[src/rtl/vtiming_if.sv]
// Bus bundle between the vertical timing generator and its surroundings.
// The master side drives line-advance and runtime configuration; the slave
// side (the timing generator) returns counter, sync, data-enable and events.
interface vtiming_if #(
  parameter int CNT_W   = 9,
  parameter int H_CNT_W = 10,
  parameter int FRAME_W = 8
);
  logic               en;
  logic [H_CNT_W-1:0] HsyncCount;
  logic               cfg_we;
  logic [CNT_W-1:0]   cfg_sync;
  logic [CNT_W-1:0]   cfg_bp;
  logic [CNT_W-1:0]   cfg_act;
  logic [CNT_W-1:0]   cfg_fp;

  logic [CNT_W-1:0]   VsyncCount;
  logic               Vsync;
  logic               vDE;
  logic [CNT_W-1:0]   active_line;
  logic               frame_start;
  logic [FRAME_W-1:0] frame_cnt;
  logic               cfg_err;

  modport master (
    output en, HsyncCount, cfg_we, cfg_sync, cfg_bp, cfg_act, cfg_fp,
    input  VsyncCount, Vsync, vDE, active_line, frame_start, frame_cnt, cfg_err
  );

  modport slave (
    input  en, HsyncCount, cfg_we, cfg_sync, cfg_bp, cfg_act, cfg_fp,
    output VsyncCount, Vsync, vDE, active_line, frame_start, frame_cnt, cfg_err
  );
endinterface

[src/rtl/vtiming_gen.sv]
// Parametrised vertical timing generator for the TFT-LCD panel path.
// Advances one line each time the horizontal counter reaches H_LAST, decodes
// sync/back-porch/active/front-porch regions, and swaps in a new line-count
// configuration only at the frame wrap so a frame is never torn.
module vtiming_gen #(
  parameter int CNT_W   = 9,
  parameter int H_CNT_W = 10,
  parameter int H_LAST  = 524,
  parameter int V_SYNC  = 10,
  parameter int V_BP    = 2,
  parameter int V_ACT   = 272,
  parameter int V_FP    = 2,
  parameter bit V_POL   = 1'b0,
  parameter int FRAME_W = 8
) (
  input  logic     clk,
  input  logic     rstn,
  vtiming_if.slave bus
);

  // Two extra bits so the sum of four CNT_W fields can never overflow.
  localparam int TW = CNT_W + 2;
  localparam logic [TW-1:0]      MAX_TOTAL = TW'(2 ** CNT_W);
  localparam logic [H_CNT_W-1:0] H_END     = H_CNT_W'(H_LAST);
  localparam logic [CNT_W-1:0]   DEF_SYNC  = CNT_W'(V_SYNC);
  localparam logic [CNT_W-1:0]   DEF_BP    = CNT_W'(V_BP);
  localparam logic [CNT_W-1:0]   DEF_ACT   = CNT_W'(V_ACT);
  localparam logic [CNT_W-1:0]   DEF_FP    = CNT_W'(V_FP);

  function automatic logic [TW-1:0] zext(input logic [CNT_W-1:0] v);
    return {2'b00, v};
  endfunction

  // Line counter and frame event state
  logic [CNT_W-1:0]   r_vCount;
  logic               r_vsync;
  logic               r_frameStart;
  logic [FRAME_W-1:0] r_frameCnt;

  // Active configuration (what the counter is using right now)
  logic [CNT_W-1:0]   r_curSync;
  logic [CNT_W-1:0]   r_curBp;
  logic [CNT_W-1:0]   r_curAct;
  logic [CNT_W-1:0]   r_curFp;

  // Pending configuration waiting for the next frame wrap
  logic [CNT_W-1:0]   r_pendSync;
  logic [CNT_W-1:0]   r_pendBp;
  logic [CNT_W-1:0]   r_pendAct;
  logic [CNT_W-1:0]   r_pendFp;
  logic               r_pendValid;
  logic               r_cfgErr;

  logic               w_adv;
  logic               w_wrap;
  logic [TW-1:0]      w_countExt;
  logic [TW-1:0]      w_total;
  logic [TW-1:0]      w_lastLine;
  logic [TW-1:0]      w_sbEnd;
  logic [TW-1:0]      w_actEnd;
  logic               w_inSync;
  logic               w_inAct;
  logic [CNT_W-1:0]   w_activeLine;
  logic [TW-1:0]      w_cfgSum;
  logic               w_cfgBad;

  assign w_adv      = bus.en && (bus.HsyncCount == H_END);
  assign w_countExt = zext(r_vCount);
  assign w_total    = zext(r_curSync) + zext(r_curBp) + zext(r_curAct) + zext(r_curFp);
  assign w_lastLine = w_total - TW'(1);
  // Using >= lets the counter recover if it is ever found beyond the frame end.
  assign w_wrap     = w_adv && (w_countExt >= w_lastLine);

  assign w_sbEnd    = zext(r_curSync) + zext(r_curBp);
  assign w_actEnd   = w_sbEnd + zext(r_curAct);
  assign w_inSync   = (w_countExt < zext(r_curSync));
  assign w_inAct    = (w_countExt >= w_sbEnd) && (w_countExt < w_actEnd);
  // Inside the active region sync+bp is below the count, so it fits CNT_W bits.
  assign w_activeLine = w_inAct ? (r_vCount - w_sbEnd[CNT_W-1:0]) : '0;

  assign w_cfgSum = zext(bus.cfg_sync) + zext(bus.cfg_bp) + zext(bus.cfg_act) + zext(bus.cfg_fp);
  assign w_cfgBad = (bus.cfg_sync == '0) || (bus.cfg_act == '0) || (w_cfgSum > MAX_TOTAL);

  // Line counter, frame-start pulse and frame counter advance on the falling edge.
  always_ff @(negedge clk or negedge rstn) begin
    if (!rstn) begin
      r_vCount     <= '0;
      r_frameStart <= 1'b0;
      r_frameCnt   <= '0;
    end else begin
      r_frameStart <= w_wrap;
      if (w_wrap) begin
        r_vCount   <= '0;
        r_frameCnt <= r_frameCnt + 1'b1;
      end else if (w_adv) begin
        r_vCount   <= r_vCount + 1'b1;
      end
    end
  end

  // Vsync follows the sync region one clock late to match legacy panel timing.
  always_ff @(negedge clk or negedge rstn) begin
    if (!rstn) begin
      r_vsync <= V_POL;
    end else begin
      r_vsync <= w_inSync ? V_POL : ~V_POL;
    end
  end

  // Config shadow: validate and capture writes, promote pending at frame wrap.
  always_ff @(negedge clk or negedge rstn) begin
    if (!rstn) begin
      r_curSync   <= DEF_SYNC;
      r_curBp     <= DEF_BP;
      r_curAct    <= DEF_ACT;
      r_curFp     <= DEF_FP;
      r_pendSync  <= DEF_SYNC;
      r_pendBp    <= DEF_BP;
      r_pendAct   <= DEF_ACT;
      r_pendFp    <= DEF_FP;
      r_pendValid <= 1'b0;
      r_cfgErr    <= 1'b0;
    end else begin
      r_cfgErr <= 1'b0;
      if (w_wrap && r_pendValid) begin
        r_curSync   <= r_pendSync;
        r_curBp     <= r_pendBp;
        r_curAct    <= r_pendAct;
        r_curFp     <= r_pendFp;
        r_pendValid <= 1'b0;
      end
      // A write landing on the wrap clock is held for the following wrap;
      // being later in this block, its valid flag overrides the clear above.
      if (bus.cfg_we) begin
        if (w_cfgBad) begin
          r_cfgErr <= 1'b1;
        end else begin
          r_pendSync  <= bus.cfg_sync;
          r_pendBp    <= bus.cfg_bp;
          r_pendAct   <= bus.cfg_act;
          r_pendFp    <= bus.cfg_fp;
          r_pendValid <= 1'b1;
        end
      end
    end
  end

  assign bus.VsyncCount  = r_vCount;
  assign bus.Vsync       = r_vsync;
  assign bus.vDE         = w_inAct;
  assign bus.active_line = w_activeLine;
  assign bus.frame_start = r_frameStart;
  assign bus.frame_cnt   = r_frameCnt;
  assign bus.cfg_err     = r_cfgErr;

endmodule

[src/flat_wrapper.sv]
// flat-port wrapper written by rule: the top's interface ports become plain ports
module vtiming_gen_flat 
#(
  parameter int CNT_W   = 9,
  parameter int H_CNT_W = 10,
  parameter int H_LAST  = 524,
  parameter int V_SYNC  = 10,
  parameter int V_BP    = 2,
  parameter int V_ACT   = 272,
  parameter int V_FP    = 2,
  parameter bit V_POL   = 1'b0,
  parameter int FRAME_W = 8
)
  (clk, rstn, bus_en, bus_HsyncCount, bus_cfg_we, bus_cfg_sync, bus_cfg_bp, bus_cfg_act, bus_cfg_fp, bus_VsyncCount, bus_Vsync, bus_vDE, bus_active_line, bus_frame_start, bus_frame_cnt, bus_cfg_err);
  vtiming_if #(.CNT_W(CNT_W), .H_CNT_W(H_CNT_W), .FRAME_W(FRAME_W)) bus_i ();
  input  logic clk;
  input  logic rstn;
  input wire logic [$bits(bus_i.en)-1:0] bus_en;
  input wire logic [$bits(bus_i.HsyncCount)-1:0] bus_HsyncCount;
  input wire logic [$bits(bus_i.cfg_we)-1:0] bus_cfg_we;
  input wire logic [$bits(bus_i.cfg_sync)-1:0] bus_cfg_sync;
  input wire logic [$bits(bus_i.cfg_bp)-1:0] bus_cfg_bp;
  input wire logic [$bits(bus_i.cfg_act)-1:0] bus_cfg_act;
  input wire logic [$bits(bus_i.cfg_fp)-1:0] bus_cfg_fp;
  output wire logic [$bits(bus_i.VsyncCount)-1:0] bus_VsyncCount;
  output wire logic [$bits(bus_i.Vsync)-1:0] bus_Vsync;
  output wire logic [$bits(bus_i.vDE)-1:0] bus_vDE;
  output wire logic [$bits(bus_i.active_line)-1:0] bus_active_line;
  output wire logic [$bits(bus_i.frame_start)-1:0] bus_frame_start;
  output wire logic [$bits(bus_i.frame_cnt)-1:0] bus_frame_cnt;
  output wire logic [$bits(bus_i.cfg_err)-1:0] bus_cfg_err;
  assign bus_i.en = bus_en;
  assign bus_i.HsyncCount = bus_HsyncCount;
  assign bus_i.cfg_we = bus_cfg_we;
  assign bus_i.cfg_sync = bus_cfg_sync;
  assign bus_i.cfg_bp = bus_cfg_bp;
  assign bus_i.cfg_act = bus_cfg_act;
  assign bus_i.cfg_fp = bus_cfg_fp;
  assign bus_VsyncCount = bus_i.VsyncCount;
  assign bus_Vsync = bus_i.Vsync;
  assign bus_vDE = bus_i.vDE;
  assign bus_active_line = bus_i.active_line;
  assign bus_frame_start = bus_i.frame_start;
  assign bus_frame_cnt = bus_i.frame_cnt;
  assign bus_cfg_err = bus_i.cfg_err;
  vtiming_gen #(.CNT_W(CNT_W), .H_CNT_W(H_CNT_W), .H_LAST(H_LAST), .V_SYNC(V_SYNC), .V_BP(V_BP), .V_ACT(V_ACT), .V_FP(V_FP), .V_POL(V_POL), .FRAME_W(FRAME_W)) u_core (.clk(clk), .rstn(rstn), .bus(bus_i));
endmodule
[config.mk]
export PLATFORM = sky130hd
export DESIGN_NAME = vtiming_gen_flat
export DESIGN_NICKNAME = d
export VERILOG_FILES = /design/src/rtl/vtiming_if.sv /design/src/rtl/vtiming_gen.sv /design/src/flat_wrapper.sv
export SDC_FILE = /design/constraint.sdc
export NUM_CORES = 1
export LEC_CHECK = 0
export BUFFER_PORTS_ARGS = -buffer_cell sky130_fd_sc_hd__buf_2
export CORE_MARGIN = 2
export CORE_UTILIZATION = 60
export CTS_CLUSTER_SIZE = 25
export DETAILED_ROUTE_END_ITERATION = 6
export PLACE_DENSITY = 0.93
export SETUP_SLACK_MARGIN = 0.4
export SLEW_MARGIN = 40
export SYNTH_ARGS = -nofsm -noshare
export SYNTH_HDL_FRONTEND = slang
export SYNTH_SLANG_ARGS = --single-unit
[constraint.sdc]
create_clock -name clk -period 8 [get_ports clk]
set_input_delay 0.8 -clock clk [delete_from_list [all_inputs] [get_ports clk]]
set_output_delay 0.8 -clock clk [all_outputs]
set_load 0.01 [all_outputs]
==> qor.yml <==
logic_synthesis:
  synthXorXnorAreaFrac_pct: 6.85
  ys.flop_type: "dfrtn_1"
  syn_avg_cell_area_um2: 10.4
  yosys-top-cells-area: "dfrtn_1 28%, ha_1 14%, mux2_4 6.2%, inv_1 5.0%, mux2_1 4.5%"
  synth.most_common_cell: "inv_1"
  yosys-top-cells-count: "97 x inv_1, 83 x ha_1, 81 x dfrtn_1"
  syn_nets: 847
  yosys.area_share.simple_pct: 9.17
  synth.largest_area_cell: "dfrtn_1"
  synth_top_family_by_area: "adder cells"
  netlist_instances: 699
  ys_seq_area_share_pct: 32.2
  synthAdderAreaFrac_pct: 18.4
  yosysWarnings: 0
  synth_edf_count: 0
  syn_area_mm2: 0.00727
  synth_compound_area_share_pct: 14.0
  synth.ff_latch_count: 93
  synth_cell_type_count: 66
  synthArstFlopShare_pct: 100
  muxShareOfSynthArea_pct: 12.9
  synth_top_area_share_pct: 27.9
layout:
  regArea_mm2: 0.00234
  antennaDiodeCount: 0
  synthToLayoutAreaGrowth_pct: 43.3
  fin_nets: 1109
  fin_cells: 1113
  utilization_pct: 87.5
  multi_input_area_mm2: 0.00531
  drive_gt1_share_pct: 47.3
  fillerInstances: 458
detailed_routing:
  drt_iter0_markers: 764
  antenna_left: 0
  totalWireLength_um: 29300
  vias: 7354
  vias_per_cell: 6.61
  wl_per_cell_um: 26.3
  drc: 0
  met2_length_um: 13700
  dr.pass1.iters: 7
  top_layer_used: "met4"
  wl_met1_um: 10100
  wl_met3_um: 3020
floorplan:
  core_mm2: 0.0119
  die_w_um: 114
  rows: 40
  initial_utilization_pct: 61.1
  fp.dieArea_mm2: 0.0130
  ioPinCount: 80
  fp.dieH_um: 114
pwr:
  p_seq_share_pct: 35.2
  p_leak_nw: 5.35
  max-vdd-ir-drop_mv: 0.172
  swShare_pct: 35.6
  power.internal_mw: 1.25
  p_total_mw: 1.95
  p_comb_share_pct: 40.2
  power.density_mw_per_mm2: 187
  p_switching_mw: 0.692
  clock_power_share_pct: 24.6
critical_path:
  crit_family: "compound AO/OA/AOI/OAI gates"
  slowest_delay_ps: 560
  worstSetupPathType: "reg2out"
  worstPathArrival_ps: 8540
  path_common_cell: "a21o_1"
  worstSetupStartpointType: "flip-flop"
  critPathSlowestCell: "dfstp_2"
  crit_fanout: 5
  crit_cells: 18
  rr_worst_depth: 27
  path_cells: "inv_2 -> fa_2 -> nor2b_4 -> o21ai_2 -> nand2b_1 -> a21o_1 -> a21o_1 -> xor2_2 -> ha_4 -> a211o_1 -> o22ai_4 -> buf_6 -> xor2_4 -> xnor2_2 -> o211ai_1 -> buf_4 -> a211oi_2 -> buf_2"
  cp_num_buf_inv: 4
  worstSetupEndpointType: "primary output"
  worstPathRequired_ps: 7200
place:
  place.port_buffers: 79
  dpl.hpwl_um: 14600
  gp_congestion: 0.940
  dp_slack_ps: -1170
  place_inst: 1046
cts:
  cts.path.max_buffers: 2
  hold_buffers: 0
  cts_inserted_buffers: 9
  cts_tree: "built"
  cts.clk_slew.worst_paths_ps: 80
  cts_num_sinks: 93
  clockRootBuffer: "clkbuf_16"
  clock_latency_ps: 450
  htreeDepth: 3
timing:
  slew_violations: 0
  tightest_slew_ps: 663
  rsz0062_at_grt: "true"
  skew_ps: 88.1
  slew_headroom_pct: 55.8
  layout_setup_ws_ps: -1340
  finalHoldViolations: 0
  final-setup-viol-count: 48
job:
  cap_violations: 0
global_routing:
  grt_overflow: 0
  grt_usage_pct: 40.3
  grt_max_degree: 73
  antenna_found_initial: 0
  grt_pass1_vias: 7299
  grt_pass1_wl_um: 39700
worst_hold_path:
  hold_class: "reg2reg"
  hold_path_depth: 1
outcome:
  status: "finished with violations"
  violations: "setup timing"
[stage by stage]
step	hold slack, ps	area [um^2]	TNS (ps)
CTS	450	10100	-33720
detailed placement	442	9000	-46340
finish	448	10400	-48330
global route	466	10400	-55450
global placement	430	8990	-36690
floorplan	435	7500	-25450
[kinds of logic (layout without fill, tap and decap cells)]
kind of cell | Yosys count | in the layout
muxes | 73 | 73
xor gates and xnor gates | 56 | 56
AOI/OAI and AO/OA | 147 | 147
and+or+nand+nor | 125 | 125
DFF | 93 | 93
adders and majority gates | 98 | 98
buffers and inverters | 107 | 374
[power by group through the flow]
stage               combinational (mW)  sequential, mW  clock [mW]
floorplan                        0.366           0.629     0.00998
global placement                 0.468           0.651     0.00998
detailed placement               0.498           0.665     0.00998
CTS                              0.647           0.663       0.453
global route                     0.812           0.684       0.493
finish                           0.783           0.685       0.478
[layout make-up]
class	instances	share of cell area [%]
Tap cell	147	1.76
Clock inverter	19	1.04
Sequential cell	93	22.5
Multi-Input combinational cell	499	51.0
Timing Repair Buffer	250	18.1
Inverter	96	3.46
Clock buffer	9	2.16
[final timing paths]
check	endpoint	slack, ps	from
max in group asynchronous	u_core.r_pendBp[1]	2780	rstn
worst max-delay path	bus_active_line[3]	-1340	u_core.r_curSync[1]
worst min-delay path	u_core.bus.frame_cnt[7]	450	u_core.bus.frame_cnt[7]
worst min register to register	u_core.bus.frame_cnt[7]	450	u_core.bus.frame_cnt[7]
worst max register to register	u_core.r_curSync[0]	1090	u_core.r_curSync[1]
min in group asynchronous	u_core.bus.frame_start	4300	rstn
[what timing repair did]
item | in CTS | in global routing
setup endpoints to repair | 48 | 48
resized for setup | 83 | 42
pin swaps | 42 | 24
cloned | 5 | 0
setup buffers | 19 | 16
[cell usage in the layout (no fill, tap or decap), drive strengths merged, types with 3 or more instances in the layout]
cell     synthesis  layout
nand2           26      26
a21oi           41      41
dfstp           12      12
ha              83      83
dfrtn           81      81
clkbuf           1       9
o211ai           3       3
a2111oi          4       4
buf              9     250
xnor2           25      25
fa              15      15
clkinv           0       4
o21a             7       7
a21boi           5       5
nor2b           10      10
o211a            3       3
nand4            6       6
inv             97     111
a211oi           4       4
nor4             5       5
o22ai            6       6
nor2            34      34
a211o            4       4
xor2            31      31
nand3            8       8
o21bai           7       7
nor3            14      14
nand2b           8       8
and3             4       4
a21o            30      30
o21ai           20      20
mux2            73      73
[registers in the layout, summed over array words and instances (netlist names)]
register                cells
u_core.bus.VsyncCount       9
u_core.r_curAct             9
u_core.r_curBp              9
u_core.r_curFp              9
u_core.r_curSync            9
u_core.r_pendAct            9
u_core.r_pendBp             9
u_core.r_pendFp             9
u_core.r_pendSync           9
u_core.bus.frame_cnt        8
u_core.bus.Vsync            1
u_core.bus.cfg_err          1
u_core.bus.frame_start      1
u_core.r_pendValid          1
[metal layers]
metal / track usage [%] / vias to the layer above
met3: 6.30 / 236
met5: 0 / -
li1: - / 2953
met2: 68.5 / 667
met1: 48.2 / 3498
met4: 24.6 / 0
No activity file was read; power rests on OpenSTA's default activity.
